--- src/rtl/pwm_burst_seq.sv ---
// Burst sequencer for the half-bridge dead-time/pulse stage: arms the stage N times per burst.
// Optional watchdog on the stage's end-of-cycle response: define PWM_BURST_WDOG_EN.
module pwm_burst_seq #(
    parameter int _RAM_WIDTH  = 32,
    parameter int _CNT_WIDTH  = 16,
    parameter int _WDOG_LIMIT = 1048576
) (
    input  logic                  io_clk,
    input  logic                  io_rst,
    input  logic                  cfg_valid,
    output logic                  cfg_ready,
    input  logic [_RAM_WIDTH-1:0] cfg_die_period,
    input  logic [_RAM_WIDTH-1:0] cfg_pulse_period,
    input  logic [_CNT_WIDTH-1:0] cfg_cycles,
    input  logic                  start,
    input  logic                  abort,
    output logic                  stg_en,
    output logic [_RAM_WIDTH-1:0] stg_die_period,
    output logic [_RAM_WIDTH-1:0] stg_pulse_period,
    output logic                  stg_dis,
    input  logic                  stg_done,
    output logic                  busy,
    output logic                  done,
    output logic                  aborted,
    output logic                  timeout,
    output logic [_CNT_WIDTH-1:0] cycles_done
);
    typedef enum logic [2:0] {IDLE, ARM, WAIT, FINISH, ABORT} state_t;

    state_t                state_p0;
    state_t                state_nx;
    logic                  rearm_p0;
    logic [_RAM_WIDTH-1:0] sh_die_period;
    logic [_RAM_WIDTH-1:0] sh_pulse_period;
    logic [_CNT_WIDTH-1:0] sh_cycles;
    logic [_CNT_WIDTH-1:0] act_cycles;
    logic [_CNT_WIDTH-1:0] cnt_inc;
    logic                  go;
    logic                  zero_go;
    logic                  count_hit;

    function automatic logic [_CNT_WIDTH-1:0] sat_inc(input logic [_CNT_WIDTH-1:0] v);
        return (&v) ? v : v + {{(_CNT_WIDTH-1){1'b0}}, 1'b1};
    endfunction

`ifdef PWM_BURST_WDOG_EN
    localparam int WDOG_W = $clog2(_WDOG_LIMIT + 1);
    logic [WDOG_W-1:0] wdog_cnt_p0;
    logic              wdog_fire;

    // A trip is flagged one cycle ahead of ABORT so timeout and aborted land in consecutive cycles.
    assign wdog_fire = (state_p0 == WAIT) && !abort && !stg_done && !rearm_p0 && !timeout &&
                       (wdog_cnt_p0 == WDOG_W'(_WDOG_LIMIT - 1));

    always_ff @(posedge io_clk) begin
        if (io_rst || state_p0 != WAIT) begin
            wdog_cnt_p0 <= '0;
            timeout     <= 1'b0;
        end else begin
            if (wdog_cnt_p0 != WDOG_W'(_WDOG_LIMIT))
                wdog_cnt_p0 <= wdog_cnt_p0 + 1'b1;
            timeout <= wdog_fire;
        end
    end
`else
    assign timeout = (_WDOG_LIMIT < 0);  // constant 0 in this build
`endif

    always_comb begin
        state_nx  = state_p0;
        go        = 1'b0;
        zero_go   = 1'b0;
        count_hit = 1'b0;
        cnt_inc   = sat_inc(cycles_done);
        case (state_p0)
            IDLE: begin
                if (start && !abort) begin
                    if (sh_cycles != '0) begin
                        state_nx = ARM;
                        go       = 1'b1;
                    end else begin
                        zero_go  = 1'b1;
                    end
                end
            end
            ARM:    state_nx = abort ? ABORT : WAIT;
            WAIT: begin
                // A completed non-final cycle parks one clock in WAIT before re-arming.
                if (abort || timeout) begin
                    state_nx = ABORT;
                end else if (rearm_p0) begin
                    state_nx = ARM;
                end else if (stg_done) begin
                    count_hit = 1'b1;
                    if (cnt_inc == act_cycles)
                        state_nx = FINISH;
                end
            end
            FINISH: state_nx = abort ? ABORT : IDLE;
            ABORT:  state_nx = IDLE;
            default: state_nx = IDLE;
        endcase
    end

    always_ff @(posedge io_clk) begin
        if (io_rst) begin
            state_p0         <= IDLE;
            rearm_p0         <= 1'b0;
            cfg_ready        <= 1'b1;
            busy             <= 1'b0;
            stg_en           <= 1'b0;
            stg_dis          <= 1'b0;
            done             <= 1'b0;
            aborted          <= 1'b0;
            cycles_done      <= '0;
            sh_die_period    <= '0;
            sh_pulse_period  <= '0;
            sh_cycles        <= '0;
            act_cycles       <= '0;
            stg_die_period   <= '0;
            stg_pulse_period <= '0;
        end else begin
            state_p0  <= state_nx;
            rearm_p0  <= count_hit && (cnt_inc != act_cycles);
            cfg_ready <= (state_nx == IDLE);
            busy      <= (state_nx != IDLE);
            stg_en    <= (state_nx == ARM);
            stg_dis   <= (state_nx == ABORT);
            aborted   <= (state_nx == ABORT);
            done      <= (state_nx == FINISH) || zero_go;
            if (cfg_valid && cfg_ready) begin
                sh_die_period   <= cfg_die_period;
                sh_pulse_period <= cfg_pulse_period;
                sh_cycles       <= cfg_cycles;
            end
            if (go) begin
                stg_die_period   <= sh_die_period;
                stg_pulse_period <= sh_pulse_period;
                act_cycles       <= sh_cycles;
                cycles_done      <= '0;
            end else if (count_hit) begin
                cycles_done      <= cnt_inc;
            end
        end
    end
endmodule

--- config.mk ---
export PLATFORM = sky130hd
export DESIGN_NAME = pwm_burst_seq
export DESIGN_NICKNAME = d
export VERILOG_FILES = /design/src/rtl/pwm_burst_seq.sv
export SDC_FILE = /design/constraint.sdc
export NUM_CORES = 1
export LEC_CHECK = 0
export CAP_MARGIN = 20
export CORE_MARGIN = 3
export CORE_UTILIZATION = 40
export DETAILED_ROUTE_END_ITERATION = 16
export HOLD_SLACK_MARGIN = 0.1
export PLACE_DENSITY_LB_ADDON = 0.08
export RECOVER_POWER = 100
export SLEW_MARGIN = 40
export SYNTH_ARGS = -nofsm -noshare
export SYNTH_HDL_FRONTEND = slang
export SYNTH_SLANG_ARGS = --single-unit
--- constraint.sdc ---
create_clock -name io_clk -period 5.24 [get_ports io_clk]
set_input_delay 1.048 -clock io_clk [delete_from_list [all_inputs] [get_ports io_clk]]
set_output_delay 1.048 -clock io_clk [all_outputs]
set_load 0.02 [all_outputs]
; ---- After elaboration in Yosys (flattened, before gate mapping)
; Index checks and enable logic that the tools add are counted.
[word_totals]
mem_count = 0
in_bits = 86
word_cells = 54
regBits = 185
ramBits = 0
latchBits = 0
out_inout_bits = 87
romBits = 0
[classes]
shift = 0
n_mul = 0
n_mux = 20
n_addsub = 1
n_lt_le_gt_ge = 0
n_reduce_logical = 11
div_mod_pow = 0
n_eq_ne = 8
n_bitwise = 0
[op_table]
columns = op, count
row1 = 2-to-1 mux 3 bit, 8
row2 = adder 16 x 1 -> 16 bit (second input constant), 1
row3 = == test 16 bit, 1
row4 = 2-to-1 mux 16 bit, 1
row5 = inequality test 16 bit, 1
row6 = AND reduction 16 bit, 1
row7 = nonzero test 16 bit, 1
row8 = case mux 3 bit (4 select lines), 1
row9 = 2-to-1 mux 1 bit, 10
row10 = == test 3 x 2 -> 1 bit (second input constant), 3
row11 = == test 3 x 1 -> 1 bit (second input constant), 2
row12 = logical NOT 3 bit, 2
row13 = == test 3 bit (second input constant), 1
row14 = logical AND 1 bit, 3
row15 = nonzero test 3 bit, 1
row16 = OR reduction 2 bit, 1
row17 = logical NOT 1 bit, 1
row18 = logical OR 1 bit, 1

; ---- Depth between registers and ports, before layout
; Gate-level depths: netlist of the first run.
[depth]
word_depth = 10
depth_mapped = 10
mapped_depth_nobuf = 9

; ---- Worst setup path before layout of the first run
; No wires, ideal clock.
[synth_path]
path_kind = register to register
from = reg cycles_done[0]
to = reg state_p0[0]
required_time_ns = 5.170
synth_period_minus_slack_ns = 2.790
n_path_buf = 0
stages_incl_launch_ff = 10
setup_time_ns = 0.070
path_slack_ns = 2.450
arrival_ns = 2.719
cell_sequence = dfxtp_1 ha_1 nand3_1 nor2_1 nand2_1 or3_1 a2111oi_0 nand4_1 or4_1 a21oi_1
[synth_via]
elab_chain_len = 8
word_cells_on_any_way = 9
cone_classes = add/sub (1) / eq/ne (1) / mux (6) / reduce/logical (1)
[synth_rtl]
columns = item, line
row1 = start: declaration, 26  ; output logic [_CNT_WIDTH-1:0] cycles_done
row2 = start signal: assignment, 142  ; cycles_done <= cnt_inc;
row3 = adder 16 x 1 -> 16 bit or AND reduction 16 bit (tied branches), 43  ; return (&v) ? v : v + {{(_CNT_WIDTH-1){1'b0}}, 1'b1};
row4 = 2-to-1 mux 16 bit (*), 43
row5 = == test 16 bit (*), 95  ; if (cnt_inc == act_cycles)
row6 = 2-to-1 mux 3 bit (*), 95
row7 = 2-to-1 mux 3 bit (*), 93  ; end else if (stg_done) begin
row8 = 2-to-1 mux 3 bit (*), 91  ; end else if (rearm_p0) begin
row9 = 2-to-1 mux 3 bit (*), 89  ; if (abort || timeout) begin
row10 = case mux 3 bit (4 select lines) (*), 75  ; case (state_p0)
row11 = end signal: assignment, 123  ; state_p0 <= state_nx;
row12 = end: declaration, 30  ; state_t state_p0;
; Every way passes the cells marked *; elsewhere a longest branch is shown, timed or not.
; A chain may end at the register's enable or synchronous reset.

; ---- Worst setup path in the final report of the first run
[layout_path]
from = in abort
to = reg stg_die_period[11]
[layout_via]
elab_chain_len = 4
[layout_rtl]
columns = item, line
row1 = start: declaration, 16  ; input logic abort,
row2 = logical NOT 1 bit, 77  ; if (start && !abort) begin
row3 = logical AND 1 bit, 77
row4 = 2-to-1 mux 1 bit, 77
row5 = 2-to-1 mux 1 bit, 75
row6 = end signal: assignment, 137  ; stg_die_period <= sh_die_period;
row7 = end: declaration, 18  ; output logic [_RAM_WIDTH-1:0] stg_die_period,
; Every way passes these cells.

==> results of run 1 <==
## state kept, by name (all words and copies together), names as in the netlist, 3 cells and up
name,flops
state_p0,3
stg_die_period,32
act_cycles,16
sh_cycles,16
sh_die_period,32
stg_pulse_period,32
cycles_done,16
sh_pulse_period,32
## report_power, final
group / switching, mW / leakage (nW) / total (mW) / internal (mW)
clock: 0.570 / 0.289 / 1.27 / 0.695
combinational: 0.171 / 1.80 / 0.298 / 0.126
sequential: 0.0305 / 1.51 / 1.49 / 1.46
total: 0.772 / 3.60 / 3.06 / 2.29
## stage by stage
| stage | setup slack, ps | instances | hold WS, ps | power, mW |
|---|---|---|---|---|
| global route | 887.8 | 1281 | 465.3 | 3.186 |
| CTS | 1928 | 1281 | 451.6 | 3.110 |
| floorplan | 2450 | 909 | 429.2 | 1.687 |
| global placement | 1816 | 1248 | 438.1 | 1.831 |
| finish | 1170 | 1281 | 449.4 | 3.058 |
| detailed placement | 1754 | 1249 | 440.9 | 1.839 |
## area by class of cell
class | instances | area, sq um
Clock buffer | 19 | 452.9
Clock inverter | 13 | 131.4
Fill cell | 1719 | 7829
Inverter | 6 | 22.52
Multi-Input combinational cell | 654 | 3092
Sequential cell | 185 | 3704
Tap cell | 225 | 281.5
Timing Repair Buffer | 179 | 1784
## synth_stat cells, drive strengths merged, types with 2 or more instances
cell	number	area (sq um)
nand2	339	1275
dfxtp	185	3704
a21oi	175	875.8
clkbuf	55	206.5
nor2	26	97.59
nand3	13	65.06
xor2	13	113.9
xnor2	12	105.1
nand4	10	68.81
buf	9	61.31
o21ai	8	40.04
nor3	7	46.30
or3	7	43.79
inv	6	22.52
mux2i	6	60.06
nor4	4	25.02
nand2b	3	18.77
nor4b	3	26.28
o22ai	3	18.77
or2	3	18.78
or4	3	30.03
a2111oi	2	17.52
a211oi	2	15.01
a22oi	2	15.01
and2	2	12.51
nor2b	2	12.51
## layer usage
layer	routed length [um]	vias to the layer above	global-route usage, %
met1	8329	2860	23.28
met4	220	2	5.561
met2	8753	121	30.96
li1	-	3259	-
met5	13	-	0
met3	931	15	5.310
## cell families (layout without fill, tap and decap cells)
group,Yosys count,after routing,share of synthesized area (%)
simple gates,422,422,24.60
compound gates,199,199,14.78
flops,185,185,52.34
buf+inv,70,217,4.103
xor+xnor,25,25,3.095
mux,6,6,0.8488
fa+ha+maj,1,1,0.1768
other cells,1,1,0.05300
## critical path, delay by kind of cell
kind                   cells  cell delay, ps
buffers and inverters      3            1740
AND/OR/NAND/NOR            4            1420
AO/OA/AOI/OAI              1             130
## final timing paths
path	from	endpoint
worst max-delay path	abort	stg_die_period[11]
worst min register to register	stg_die_period[29]	stg_die_period[29]
worst max register to register	state_p0[0]	stg_die_period[11]
worst min-delay path	stg_die_period[29]	stg_die_period[29]
==> results.txt, run 1 <==
The pin count of the biggest net entering global routing came out at 90. The routed wirelength normalized by instance count came out at 14.25 um. The clock tree from TritonCTS is yes. The final number of hold-violating endpoints is 0. The count of final max-slew check failures was 81. Headroom to the max-slew limit came out at -102.2%. The number of global-route vias before repair came out at 5827. In this run the deepest clock path goes through 2 buffers. Post-CTS timing repair inserted 0 buffers for setup. Across the run, the number of max-cap violations was 1. For this run, the total global-route usage over all layers was measured as 18.51%.

The number of sinks driven by the clock tree came out at 185. The maximum frequency from static timing analysis came out at 245.7 MHz. The horizontal die dimension came out at 139 um. The signal on the critical path passes through dlygate4sd3_1, nor2_1, nand3_1, nor2b_1, clkbuf_1, buf_12, nand2_1, a21oi_1.

Summing the sequential cell areas from Yosys gives 52.34% of the chip area. The post-synthesis cell area came out at 7076 sq um. The number of rows in the core area came out at 48. The leakage power summed over all cells is 3.596 nW.

The power per standard cell area came out at 322.9 nW/um^2. The die is 139 um tall. The required time at the worst-slack endpoint is 5520 ps.

The number of library cell types mapped by synthesis came out at 43. The number of standard cells after synthesis came out at 909. The count of flip-flops with a built-in enable after synthesis came out at 0. The run finished, with violations left. The number of gates resized after CTS came out at 0. The critical path is of the input pin to flop type.

The starting density of the core is 40.91%. The floorplan die area came out at 19320 sq um. The share of cells above drive strength 1 is 4.545%. The clock period minus final worst setup slack came out at 4070 ps.

The residual antenna-violating net count after detailed routing is 0. The share of the core filled with cells in the final layout is 54.74%. The total CTS buffers is 17. The layout overhead on the synthesized area is 33.81%. The sum of net half-perimeters after detailed placement is 11.92 mm. The global-route wire length before repair is 29.53 mm. In this run, post-CTS hold repair placed 0 buffers. CTS built an H-tree with a depth of 4.

After detailed placement, the total cell area comes to 8919 sq um. When the netlist entered floorplanning its net count stood at 996. The final reports fail on max-capacitance violations, max-slew violations. After the last flow step, the layout net total stands at 1130.

After synthesis the netlist holds a flip-flop and latch count of 185. The DRC violation count after routing is 0. The startpoint kind of the worst setup timing path is an input pin. Before antenna repair, the detailed router went through 4 iterations.

The clock root buffer is sky130_fd_sc_hd__clkbuf_16. The final setup violation count is 0. The setup TNS is 0 ps. The maximum vdd ir drop is 0.0002370 V. The path type of the worst min-delay path is flop to flop. Clock-pin slew was measured on the worst setup and hold paths at 70 ps. The library cell contributing the largest single delay on the critical path is sky130_fd_sc_hd__nor2b_1.

Routability-driven placement finished with a final weighted congestion of 0.8896. The worst hold path stage count came out at 2. Leaving out fill and tap cells, the most frequent cell in the layout is sky130_fd_sc_hd__nand2_1. During I/O placement, the number of pins put on the boundary was 173. Across the routed clock network, the largest skew measured is 13.04 ps. For this run, the leading register cell type out of synthesis is sky130_fd_sc_hd__dfxtp_1. The fraction of synthesis flops using an asynchronous set or reset pin is 0%. The final worst-path cycle share came out at 77.67%. The cell area after layout is 9468 sq um. Setup repair after global routing left no endpoint under its margin.

The detailed-route via count came out at 6257. The detailed-route vias per instance came out at 4.884. Counting cells, the worst reg-to-reg path comes to 7. The setup slack of the worst register-to-register path is 1950 ps. The highest cell delay on the worst timing path is 1090 ps. At the pin with the least slew margin, the transition time is 3033 ps. Of all nets on the critical path, the largest fanout is 46.

The top cell types in the final layout, fill and taps aside, are sky130_fd_sc_hd__nand2_1 (338), sky130_fd_sc_hd__dfxtp_1 (185), sky130_fd_sc_hd__a21oi_1 (175). The average size of a mapped cell is 7.784 sq um. The total overflow reported by the global router is 0.

At the worst endpoint, the arrival time is 4350 ps. Summed over all layers, the routed wires come to 18.25 mm. The synthesis warning total came out at 0. The number of antenna violations at the first check in global routing came out at 1. STA classifies the critical path endpoint as a flop. The total area inside the core boundary comes to 17300 sq um. The clock latency at the later pin of the worst-skew pair came out at 420 ps. The number of buffer cells added on primary ports is 171. The number of design-rule violations left by the first detailed-router iteration came out at 250. The final antenna diode count is 0.
Note: power is estimated with default switching activity, not from simulation.
==> run 2, diff against run 1 <==
clock period = 3.9 ns   (was 5.24 ns; I/O delays follow)
==> results.txt, run 2 (synthesis results as in run 1) <==
The flow ran to the end, but the final reports show violations. The final reports fail on max-capacitance violations, max-slew violations. The total global-route track usage came out at 19.03% (+0.52 points). The number of sinks driven by the clock tree came out at 185 (unchanged). The number of gates resized after CTS is 0 (unchanged). The area of the placeable core came out at 17300 sq um (unchanged).

The number of global-route vias before repair is 5920 (+1.6%). The DRC violation count after routing came out at 0 (unchanged). TritonCTS built the clock tree. The required time at the worst-slack endpoint came out at 4220 ps (-1300 ps).

The actual slew at the worst max-slew pin came out at 1774 ps (-1259 ps). The detailed-route via count was 6319 (+0.99%). The clock period minus final worst setup slack is 3386 ps. After layout, the worst path uses 86.81% of the clock period. The relative slew slack came out at -18.28% (+84 points). The most critical setup path has its startpoint at abort. The CTS H-tree depth came out at 4 (unchanged). The total overflow reported by the global router was 0 (unchanged). The number of hold-repair buffers added at the cts stage came out at 0 (unchanged). The floorplan die area came out at 19320 sq um (unchanged).

The leakage power summed over all cells came to 3.592 nW (about the same). The detailed-route vias per instance is 4.925 (+0.83%). The tree is rooted in a sky130_fd_sc_hd__clkbuf_16. The power per standard cell area came to 436.5 nW/um^2 (+35%). The count of final max-slew check failures came out at 161 (+99%). The final antenna diode count is 0 (unchanged). The cell area after layout is 9470 sq um (about the same). The startpoint kind of the worst setup timing path is an input pin.

The final setup skew came out at 10.34 ps (-2.696 ps). The total wire length after detailed routing came out at 18.33 mm (+0.44%). The final setup violation count is 0 (unchanged). Traced cell by cell, the critical path runs through dlygate4sd3_1, nor2_1, nand3_1, nand2b_1, clkbuf_1, nand2_1, a21oi_1. The final number of hold-violating endpoints is 0 (unchanged). The number of top-level design ports is 173 (unchanged).

The buffers plus inverters on the worst setup path is 2 (-1). The cell family contributing the most delay on the critical path is buffers and inverters. The clock-pin slew on the worst setup and hold paths came out at 70 ps (about the same).

The global-route wire length before repair came out at 30.31 mm (+2.6%). The number of buffer cells added on primary ports came out at 171 (unchanged). The horizontal die dimension came out at 139 um (unchanged). The number of antenna violations at the first check in global routing came out at 1 (unchanged). The share of the core filled with cells in the final layout was 54.75% (about the same). The arrival time reported for the critical path endpoint is 3710 ps (-640 ps). The floorplan die height is 139 um (unchanged).

Setup repair after global routing left no endpoint under its margin. In this run the critical register-to-register path is launched from cycles_done[0]. The placed instance area came to 8916 sq um (about the same).

The depth of the critical timing path with buffers and inverters included is 7 (-1). The total power draw is 4.134 mW (+35%). By startpoint and endpoint, the worst setup path is classified as input pin to flop.

The highest cell delay on the worst timing path came out at 910 ps (-180 ps). The clock latency at the later pin of the worst-skew pair is 430 ps (about the same). In the layout the commonest cells are sky130_fd_sc_hd__nand2_1 (338), sky130_fd_sc_hd__dfxtp_1 (185), sky130_fd_sc_hd__a21oi_1 (175).

The path type of the worst min-delay path is flop to flop. The placer congestion estimate is 0.8838 (-0.65%). The pin count of the biggest net entering global routing came to 87 (-3.3%). The share of cells above drive strength 1 came out at 4.631% (+0.086 points). The maximum net fanout on the critical path is 23 (-50%).

The buffer levels on the longest clock path was 2 (unchanged). The number of rows in the core area is 48 (unchanged). The number of max-cap violations came out at 3 (+2). The setup slack of the critical path after layout came out at 514.3 ps (-656.1 ps). The library cell used most frequently in the layout, excluding fill and tap cells, is sky130_fd_sc_hd__nand2_1. Among all stages on the critical path, the largest delay is contributed by sky130_fd_sc_hd__clkbuf_1.

The routed wirelength normalized by instance count is 14.29 um (+0.28%). The sum of net half-perimeters after detailed placement was 11.93 mm (about the same). The layout overhead on the synthesized area is 33.85% (about the same). The iteration count of the initial detailed-routing pass came out at 4 (unchanged). The total CTS buffers is 17 (unchanged). The worst setup path is captured at a flop.

The endpoint identified for the worst register-to-register timing path is state_p0[0]. The endpoint of the worst setup timing path is stg_pulse_period[10]. The minimum setup slack after placement came out at 620.4 ps (-1134 ps). The starting density of the core came out at 40.91% (unchanged).

The maximum vdd ir drop came out at 0.0003049 V (+29%). Derived from the worst setup path, the maximum achievable clock frequency is 295.4 MHz. The net count of the finished layout came out at 1133 (+0.27%).

The number of design-rule violations left by the first detailed-router iteration was 331 (+32%). The residual antenna-violating net count after detailed routing came out at 0 (unchanged). The number of cell instances on the worst register-to-register path is 9 (+2). The setup fix buffers added after clock tree synthesis is 0 (unchanged). The setup TNS came to 0 ps (unchanged). The setup slack of the worst register-to-register path came out at 530 ps (-1420 ps).
run 2: layout make-up:
| class | count | area [sq um] |
|---|---|---|
| Fill cell | 1715 | 7826 |
| Sequential cell | 185 | 3704 |
| Multi-Input combinational cell | 654 | 3090 |
| Timing Repair Buffer | 182 | 1779 |
| Clock buffer | 19 | 452.9 |
| Tap cell | 225 | 281.5 |
| Clock inverter | 12 | 140.1 |
| Inverter | 6 | 22.52 |
run 2: worst reg2reg max path, stage by stage, from the launching register on:
cell                        delay (ps)
sky130_fd_sc_hd__dfxtp_1           450
sky130_fd_sc_hd__ha_1              270
sky130_fd_sc_hd__nand3_1           210
sky130_fd_sc_hd__nor2_1            270
sky130_fd_sc_hd__nand2_1           300
sky130_fd_sc_hd__or3_1             450
sky130_fd_sc_hd__a2111oi_0         510
sky130_fd_sc_hd__nand4_1           180
sky130_fd_sc_hd__or4_1             480
sky130_fd_sc_hd__a21oi_1           160
run 2: worst min-delay path by stage:
stage	start	end	cells after the start
floorplan	sh_pulse_period[19]	stg_pulse_period[19]	2
global placement	sh_pulse_period[29]	stg_pulse_period[29]	2
detailed placement	sh_die_period[26]	stg_die_period[26]	2
CTS	sh_die_period[13]	stg_die_period[13]	2
global route	stg_pulse_period[20]	stg_pulse_period[20]	2
finish	sh_pulse_period[13]	stg_pulse_period[13]	2
run 2: per-layer routing:
metal	vias to the layer above	global-route usage [%]	share of wire [%]
met1	2895	24.13	44
met4	2	4.995	1.1
li1	3266	-	-
met3	20	6.448	5.9
met2	136	31.22	48
met5	-	0	0.071
run 2: metrics by stage:
step           cells  hold slack, ps
6_report        1283           445.4
5_1_grt         1283           465.9
4_1_cts         1283           450.7
3_5_place_dp    1252           441.4
3_3_place_gp    1252           436.6
2_1_floorplan    909           429.2
run 2: power breakdown:
group | switching [mW] | internal [mW] | leakage, nW
sequential | 0.0411 | 1.97 | 1.51
combinational | 0.229 | 0.166 | 1.80
clock | 0.747 | 0.983 | 0.282
